<file path="config.mk">
export PLATFORM = sky130hd
export DESIGN_NAME = sm_controller
export DESIGN_NICKNAME = d
export VERILOG_FILES = /design/src/rtl/sm_controller.sv
export SDC_FILE = /design/constraint.sdc
export NUM_CORES = 1
export LEC_CHECK = 0
export BUFFER_PORTS_ARGS = -buffer_cell sky130_fd_sc_hd__buf_2
export CORE_ASPECT_RATIO = 1.75
export CORE_MARGIN = 5
export CORE_UTILIZATION = 47
export CTS_CLUSTER_SIZE = 30
export DETAILED_ROUTE_END_ITERATION = 10
export PLACE_DENSITY = 0.77
export SYNTH_ARGS = -nofsm -noshare
export SYNTH_HDL_FRONTEND = slang
export SYNTH_SLANG_ARGS = --single-unit
export TNS_END_PERCENT = 20
</file>
<file path="constraint.sdc">
create_clock -name clk -period 2.45 [get_ports clk]
set_input_delay 0.3675 -clock clk [delete_from_list [all_inputs] [get_ports clk]]
set_output_delay 0.3675 -clock clk [all_outputs]
set_load 0.01 [all_outputs]
</file>
<file path="src/rtl/sm_controller.sv">
// sm_controller: instruction register, decoder and multi-cycle control FSM
// for the simple RISC datapath. Every datapath strobe, select and register
// index is registered. The registers are loaded from the next state, so each
// output matches the state the FSM has just entered.
// Optional build macro: SM_ILLEGAL_TRAP_EN adds the err output and a TRAP
// state for undefined encodings. Without it, undefined encodings act as NOPs.
module sm_controller #(
    parameter int unsigned DATA_W = 16,
    parameter int unsigned REG_W  = 3
) (
    input  logic              clk,
    input  logic              reset,
    input  logic              s,
    input  logic              load,
    input  logic [15:0]       in,
    output logic              w,
    output logic [REG_W-1:0]  readnum,
    output logic [REG_W-1:0]  writenum,
    output logic              write,
    output logic              loada,
    output logic              loadb,
    output logic              loadc,
    output logic              loads,
    output logic              asel,
    output logic              bsel,
    output logic [1:0]        vsel,
    output logic [1:0]        ALUop,
    output logic [1:0]        shift,
    output logic [DATA_W-1:0] sximm8,
    output logic [DATA_W-1:0] sximm5
`ifdef SM_ILLEGAL_TRAP_EN
    ,
    output logic              err
`endif
);

    localparam int unsigned IR_W  = 16;
    localparam int unsigned FLD_W = 3;

    localparam logic [2:0] OPC_MOV = 3'b110;
    localparam logic [2:0] OPC_ALU = 3'b101;

    typedef enum logic [2:0] {
        S_WAIT,
        S_DECODE,
        S_WIMM,
        S_GETA,
        S_GETB,
        S_EXEC,
        S_WBACK,
        S_TRAP
    } state_e;

    state_e            state_q, state_d;
    logic [IR_W-1:0]   ir_q, ir_d;

    logic              w_q, w_d;
    logic              write_q, write_d;
    logic              loada_q, loada_d;
    logic              loadb_q, loadb_d;
    logic              loadc_q, loadc_d;
    logic              loads_q, loads_d;
    logic              asel_q, asel_d;
    logic [1:0]        vsel_q, vsel_d;
    logic [1:0]        aluop_q, aluop_d;
    logic [REG_W-1:0]  rnum_q, rnum_d;
`ifdef SM_ILLEGAL_TRAP_EN
    logic              err_q, err_d;
`endif

    // Fields of the currently held instruction; these steer the DECODE and EXEC transitions.
    logic [2:0]        opc_q;
    logic [1:0]        op_q;
    assign opc_q = ir_q[15:13];
    assign op_q  = ir_q[12:11];

    // Fields of the instruction that will be held after this edge; these drive the look-ahead outputs.
    logic [2:0]        opc_n;
    logic [1:0]        op_n;
    logic [FLD_W-1:0]  rn_n, rd_n, rm_n;
    logic              mov_reg_n, mvn_n, cmp_n;
    assign opc_n     = ir_d[15:13];
    assign op_n      = ir_d[12:11];
    assign rn_n      = ir_d[10:8];
    assign rd_n      = ir_d[7:5];
    assign rm_n      = ir_d[2:0];
    assign mov_reg_n = (opc_n == OPC_MOV) && (op_n == 2'b00);
    assign mvn_n     = (opc_n == OPC_ALU) && (op_n == 2'b11);
    assign cmp_n     = (opc_n == OPC_ALU) && (op_n == 2'b01);

    // Next state, IR capture and look-ahead output decode.
    always_comb begin
        ir_d    = ir_q;
        state_d = state_q;
        w_d     = 1'b0;
        write_d = 1'b0;
        loada_d = 1'b0;
        loadb_d = 1'b0;
        loadc_d = 1'b0;
        loads_d = 1'b0;
        asel_d  = 1'b0;
        vsel_d  = 2'b00;
        rnum_d  = REG_W'(rn_n);
        aluop_d = mov_reg_n ? 2'b00 : op_n;
`ifdef SM_ILLEGAL_TRAP_EN
        err_d   = 1'b0;
`endif

        // The IR accepts a new word only while the FSM is idle.
        if ((state_q == S_WAIT) && load) begin
            ir_d = in;
        end

        case (state_q)
            S_WAIT:   if (s) state_d = S_DECODE;
            S_DECODE: begin
                if ((opc_q == OPC_MOV) && (op_q == 2'b10)) begin
                    state_d = S_WIMM;
                end else if ((opc_q == OPC_MOV) && (op_q == 2'b00)) begin
                    state_d = S_GETB;
                end else if ((opc_q == OPC_ALU) && (op_q == 2'b11)) begin
                    state_d = S_GETB;
                end else if (opc_q == OPC_ALU) begin
                    state_d = S_GETA;
                end else begin
`ifdef SM_ILLEGAL_TRAP_EN
                    state_d = S_TRAP;
`else
                    state_d = S_WAIT;
`endif
                end
            end
            S_WIMM:   state_d = S_WAIT;
            S_GETA:   state_d = S_GETB;
            S_GETB:   state_d = S_EXEC;
            S_EXEC:   state_d = ((opc_q == OPC_ALU) && (op_q == 2'b01)) ? S_WAIT : S_WBACK;
            S_WBACK:  state_d = S_WAIT;
            S_TRAP:   state_d = S_TRAP;
            default:  state_d = S_WAIT;
        endcase

        case (state_d)
            S_WAIT:  w_d = 1'b1;
            S_WIMM: begin
                rnum_d  = REG_W'(rn_n);
                vsel_d  = 2'b01;
                write_d = 1'b1;
            end
            S_GETA: begin
                rnum_d  = REG_W'(rn_n);
                loada_d = 1'b1;
            end
            S_GETB: begin
                rnum_d  = REG_W'(rm_n);
                loadb_d = 1'b1;
            end
            S_EXEC: begin
                asel_d = mov_reg_n | mvn_n;
                if (cmp_n) begin
                    loads_d = 1'b1;
                end else begin
                    loadc_d = 1'b1;
                end
            end
            S_WBACK: begin
                rnum_d  = REG_W'(rd_n);
                vsel_d  = 2'b00;
                write_d = 1'b1;
            end
`ifdef SM_ILLEGAL_TRAP_EN
            S_TRAP:  err_d = 1'b1;
`endif
            default: ;
        endcase
    end

    // State, IR and registered control outputs; reset clears them immediately, leaving w high.
    always_ff @(posedge clk or posedge reset) begin
        if (reset) begin
            state_q <= S_WAIT;
            ir_q    <= '0;
            w_q     <= 1'b1;
            write_q <= 1'b0;
            loada_q <= 1'b0;
            loadb_q <= 1'b0;
            loadc_q <= 1'b0;
            loads_q <= 1'b0;
            asel_q  <= 1'b0;
            vsel_q  <= 2'b00;
            aluop_q <= 2'b00;
            rnum_q  <= '0;
`ifdef SM_ILLEGAL_TRAP_EN
            err_q   <= 1'b0;
`endif
        end else begin
            state_q <= state_d;
            ir_q    <= ir_d;
            w_q     <= w_d;
            write_q <= write_d;
            loada_q <= loada_d;
            loadb_q <= loadb_d;
            loadc_q <= loadc_d;
            loads_q <= loads_d;
            asel_q  <= asel_d;
            vsel_q  <= vsel_d;
            aluop_q <= aluop_d;
            rnum_q  <= rnum_d;
`ifdef SM_ILLEGAL_TRAP_EN
            err_q   <= err_d;
`endif
        end
    end

    assign w        = w_q;
    assign write    = write_q;
    assign loada    = loada_q;
    assign loadb    = loadb_q;
    assign loadc    = loadc_q;
    assign loads    = loads_q;
    assign asel     = asel_q;
    assign bsel     = 1'b0;
    assign vsel     = vsel_q;
    assign ALUop    = aluop_q;
    assign readnum  = rnum_q;
    assign writenum = rnum_q;
    assign shift    = ir_q[4:3];
    assign sximm8   = {{(DATA_W-8){ir_q[7]}}, ir_q[7:0]};
    assign sximm5   = {{(DATA_W-5){ir_q[4]}}, ir_q[4:0]};
`ifdef SM_ILLEGAL_TRAP_EN
    assign err      = err_q;
`endif

endmodule

</file>
# After elaboration in Yosys (flattened, before gate mapping)
# Index checks and enable logic that the tools add are counted.
# Widths: inputs -> output; s select.
# classes
reduce_logical,14
mux,20
n_eq_ne,21
bitwise,1
# op_table
operator,count
$eq 3x3->1 const B,11
$pmux 3 s7,1
$mux 16,1
$mux 3,5
$eq 3x2->1 const B,4
$mux 1,10
$logic_and 1x1->1,8
$eq 2x2->1 const B,3
$logic_not 3->1,2
$pmux 3 s2,1
$eq 2x1->1 const B,2
$logic_not 2->1,2
$mux 2,2
$reduce_or 2->1,2
$eq 3x1->1 const B,1
$or 1x1->1,1
# totals
output_inout_bits,52
register_bits,33

# Depth between registers and ports, before layout
# depth
depth_word,9
ltp_mapped,7
ltp_nobuf,5

# Least setup slack after synthesis
# Ideal clock, no wire load.
# synth_timing
path_kind,flip-flop to flip-flop
startpoint,reg state_q[0]
endpoint,reg rnum_q[0] (netlist: readnum[0])
path_buffers,2
arrival_ps,1808
setup_ps,126
path_stages_with_launch,6
slack_ps,516
period_less_slack_ps,1934
cell_sequence,dfrtp_1 -> buf_6 -> nor4b_4 -> buf_6 -> mux2_2 -> a221o_1
# synth_rtl
element,line_no,rtl
from (decl),54,"state_e state_q, state_d;"
from (signal assigned),196,state_q <= state_d;
$logic_not 3->1,110,if ((state_q == S_WAIT) && load) begin
$logic_and 1x1->1,110,
$mux 16,110,
net ir_d[5],55,"logic [IR_W-1:0] ir_q, ir_d;"
$pmux 3 s2,142,case (state_d)
net rnum_d[0],66,"logic [REG_W-1:0] rnum_q, rnum_d;"
to (signal assigned),207,rnum_q <= rnum_d;
to (decl),66,
# The timed path passes the listed nets, and every way through them passes these cells.
# A chain may end at the register's enable or synchronous reset.

# Final worst setup path
# layout_timing
startpoint,reg state_q[0]
endpoint,reg asel_q (netlist: asel)
# layout_via
elab_chain_cells,7
# layout_rtl
element,line_no,rtl
$logic_not 3->1 *,110,
$logic_and 1x1->1 *,110,
$mux 16 *,110,
net ir_d[14],55,
$eq 3x3->1 (on tied branches),"87, 88",
$logic_and 1x1->1 (on tied branches),"87, 88",
$or 1x1->1 *,158,asel_d = mov_reg_n | mvn_n;
$mux 1 *,142,
net asel_d,63,"logic asel_q, asel_d;"
to (signal assigned),204,asel_q <= asel_d;
to (decl),63,
# The timed path passes the listed nets; every way through them passes the cells marked *.

==> qor.yml <==
sta:
  finalCriticalPeriod_ps: 1950
  worstMarginPinSlew_ps: 634
  finalHoldViolCount: 0
  relSlewSlack_pct: 57.2
  fin_setup_tns_ps: 0
  rsz0062_at_grt: "no"
  finClkSkew_ps: 3.81
  final_max_slew_viol_count: 0
  finalCritPeriodShare_pct: 79.7
  report.final.setup_viol: 0
  fmax_ghz: 0.512
power:
  leakagePower_nw: 0.945
  p_per_area_mw_per_mm2: 1470
  ir_drop_uv: 694
clock_network:
  tritoncts: "yes"
  clk_pin_slew_ps: 60
  cts_setup_buffers: 0
  cts.path.max_buffers: 2
  cts_buffers: 5
  cts-root-buf: "clkbuf_8"
  cts_resized: 0
  cts.sinks: 31
  hold_buffers: 0
  clkLatencyLatePin_ps: 280
  h-tree-depth: 2
setup_path:
  worstPathRequired_ps: 2640
  path_class: "reg -> reg"
  critPathArrivalTime_ps: 2150
  cp_max_fo: 10
  worstSetupEndpointType: "register"
  ff2ff_setup_slack_ps: 500
  crit_path_start_kind: "register"
synthesis:
  synth_top_family_by_area: "buffers and inverters"
  synth.area.mux_share_pct: 10.1
  synth-seq-cells: 31
  synth_xor_area_share_pct: 0.536
  seq_area_frac_synth_pct: 47.6
  yosysWarnings: 0
  yosysTopAreaCell: "dfrtp_1"
  synth_compound_area_share_pct: 8.66
  ys_top_cells_by_count: "buf_4 (40), dfrtp_1 (30), mux2_2 (12)"
  syn_area_sq_mm: 0.00163
  yosysMostFrequentCell: "buf_4"
  synthTopCellsByArea: "dfrtp_1 (46%), buf_4 (18%), mux2_2 (8.3%)"
  yosys.area_share.simple_pct: 10.5
  async_reset_ff_share_pct: 100
  synth_area_per_cell_sq_um: 11.3
  synth_edf_count: 0
  synth_ff_type: "dfrtp_1"
  yosysTopAreaCellShare_pct: 46.0
  synth-adder-area-share_pct: 0
  synth_cell_types: 38
  postSynthCellCount: 145
finish:
  diodes: 0
  fin_util_pct: 54.5
  fillCellCount: 325
  multi_input_area_sq_um: 494
  syn_to_final_growth_pct: 12.3
  drive_gt1_share_pct: 53.0
  finish.net_count: 202
  seq_area_sq_um: 777
grt:
  grt_pass1_wl_um: 4720
  grt_use_total_pct: 14.2
  grt_pass1_vias: 1110
  grt_antenna_before_repair: 0
  grt_max_degree: 32
  overflow: 0
floorplanning:
  core_sq_mm: 0.00336
  rows: 28
  die_h_um: 88.0
  start_util_pct: 48.5
  ios: 72
  dieArea_sq_mm: 0.00480
  chipWidth_um: 54.6
placed_design:
  hpwl_um: 2460
  gp_congestion: 0.797
  numPortBuffers: 69
routing:
  vias: 1096
  avgRoutedWirePerCell_um: 13.2
  first_pass_iters: 4
  viasPerCell: 4.81
  wl_um: 3010
  drc: 0
  ant_nets: 0
  drt-initial-drc-count: 15
flow_run:
  drv_cap: 0
outcome:
  status: "completed"
min_path:
  hold_class: "in -> async"
-- logic make-up (layout without fill, tap and decap cells) --
logic type,after synthesis,count (layout)
flops,31,31
simple gates,26,26
other cells,1,2
xor+xnor,1,1
compound gates,18,18
buf+inv,53,90
mux,15,15
-- worst max-delay path, cell delays in order, from the launching register on --
cell and delay [ps]:
dfrtp_1 490, nor4b_4 310, buf_4 200, mux2_2 370, nor3_2 240, nand2_1 100, a211oi_2 170
-- layer usage --
layer	vias up	wire (um)	GRT usage, %
met5	-	0	0
met4	0	97	9.98
met3	6	290	4.09
met2	52	1680	26.1
met1	514	935	12.0
li1	524	-	-
-- report_power, final --
part	internal [W]	total, W	switching, W
Clock	0.000256	0.000427	0.000171
Combinational	0.000603	0.00132	0.000714
Sequential	0.000746	0.000948	0.000202
Total	0.00160	0.00269	0.00109
-- layout by cell type, fill, tap and decap left out, types with 2 or more instances in the layout --
| master | count |
|---|---|
| a211oi_1 | 2 |
| a221o_1 | 3 |
| a31oi_1 | 2 |
| buf_2 | 69 |
| buf_4 | 3 |
| clkbuf_8 | 7 |
| conb_1 | 2 |
| dfrtp_1 | 30 |
| inv_1 | 10 |
| mux2_2 | 12 |
| mux2i_1 | 3 |
| nand2_1 | 6 |
| nor2_1 | 5 |
| o21a_1 | 3 |
| o21ai_0 | 2 |
-- final timing paths --
path | from | endpoint | cells past startpoint
max | state_q[0] | asel | 6
min | reset | ALUop[1] | 3
max reg2reg | state_q[0] | asel | 6
min reg2reg | ir_q[9] | ir_q[9] | 1
max in group asynchronous | reset | w | 3
min in group clk | in[3] | ir_q[3] | 2
-- area by class of cell --
type | count | area share [%]
flip-flops and latches | 31 | 42.4
multi-input cells | 62 | 27.0
repair buffers | 72 | 20.1
clock buffers | 8 | 5.46
well taps | 45 | 3.07
inverters | 10 | 2.05
-- flip-flops by register name, indices dropped and copies added, names as in the netlist, 2 cells and up --
register and count:
ir_q 15, state_q 3, ALUop 2, readnum 3
-- metrics by stage --
step | worst slack (ps) | instance area, sq um | total power (W) | instances | hold slack, ps
2_1_floorplan | 516 | 1640 | 0.00222 | 146 | 470
3_3_place_gp | 554 | 1730 | 0.00227 | 220 | 454
3_5_place_dp | 522 | 1730 | 0.00230 | 220 | 463
4_1_cts | 501 | 1830 | 0.00273 | 228 | 163
5_1_grt | 322 | 1830 | 0.00292 | 228 | 217
6_report | 498 | 1830 | 0.00269 | 228 | 154
Power figures use the tool's default switching activity.
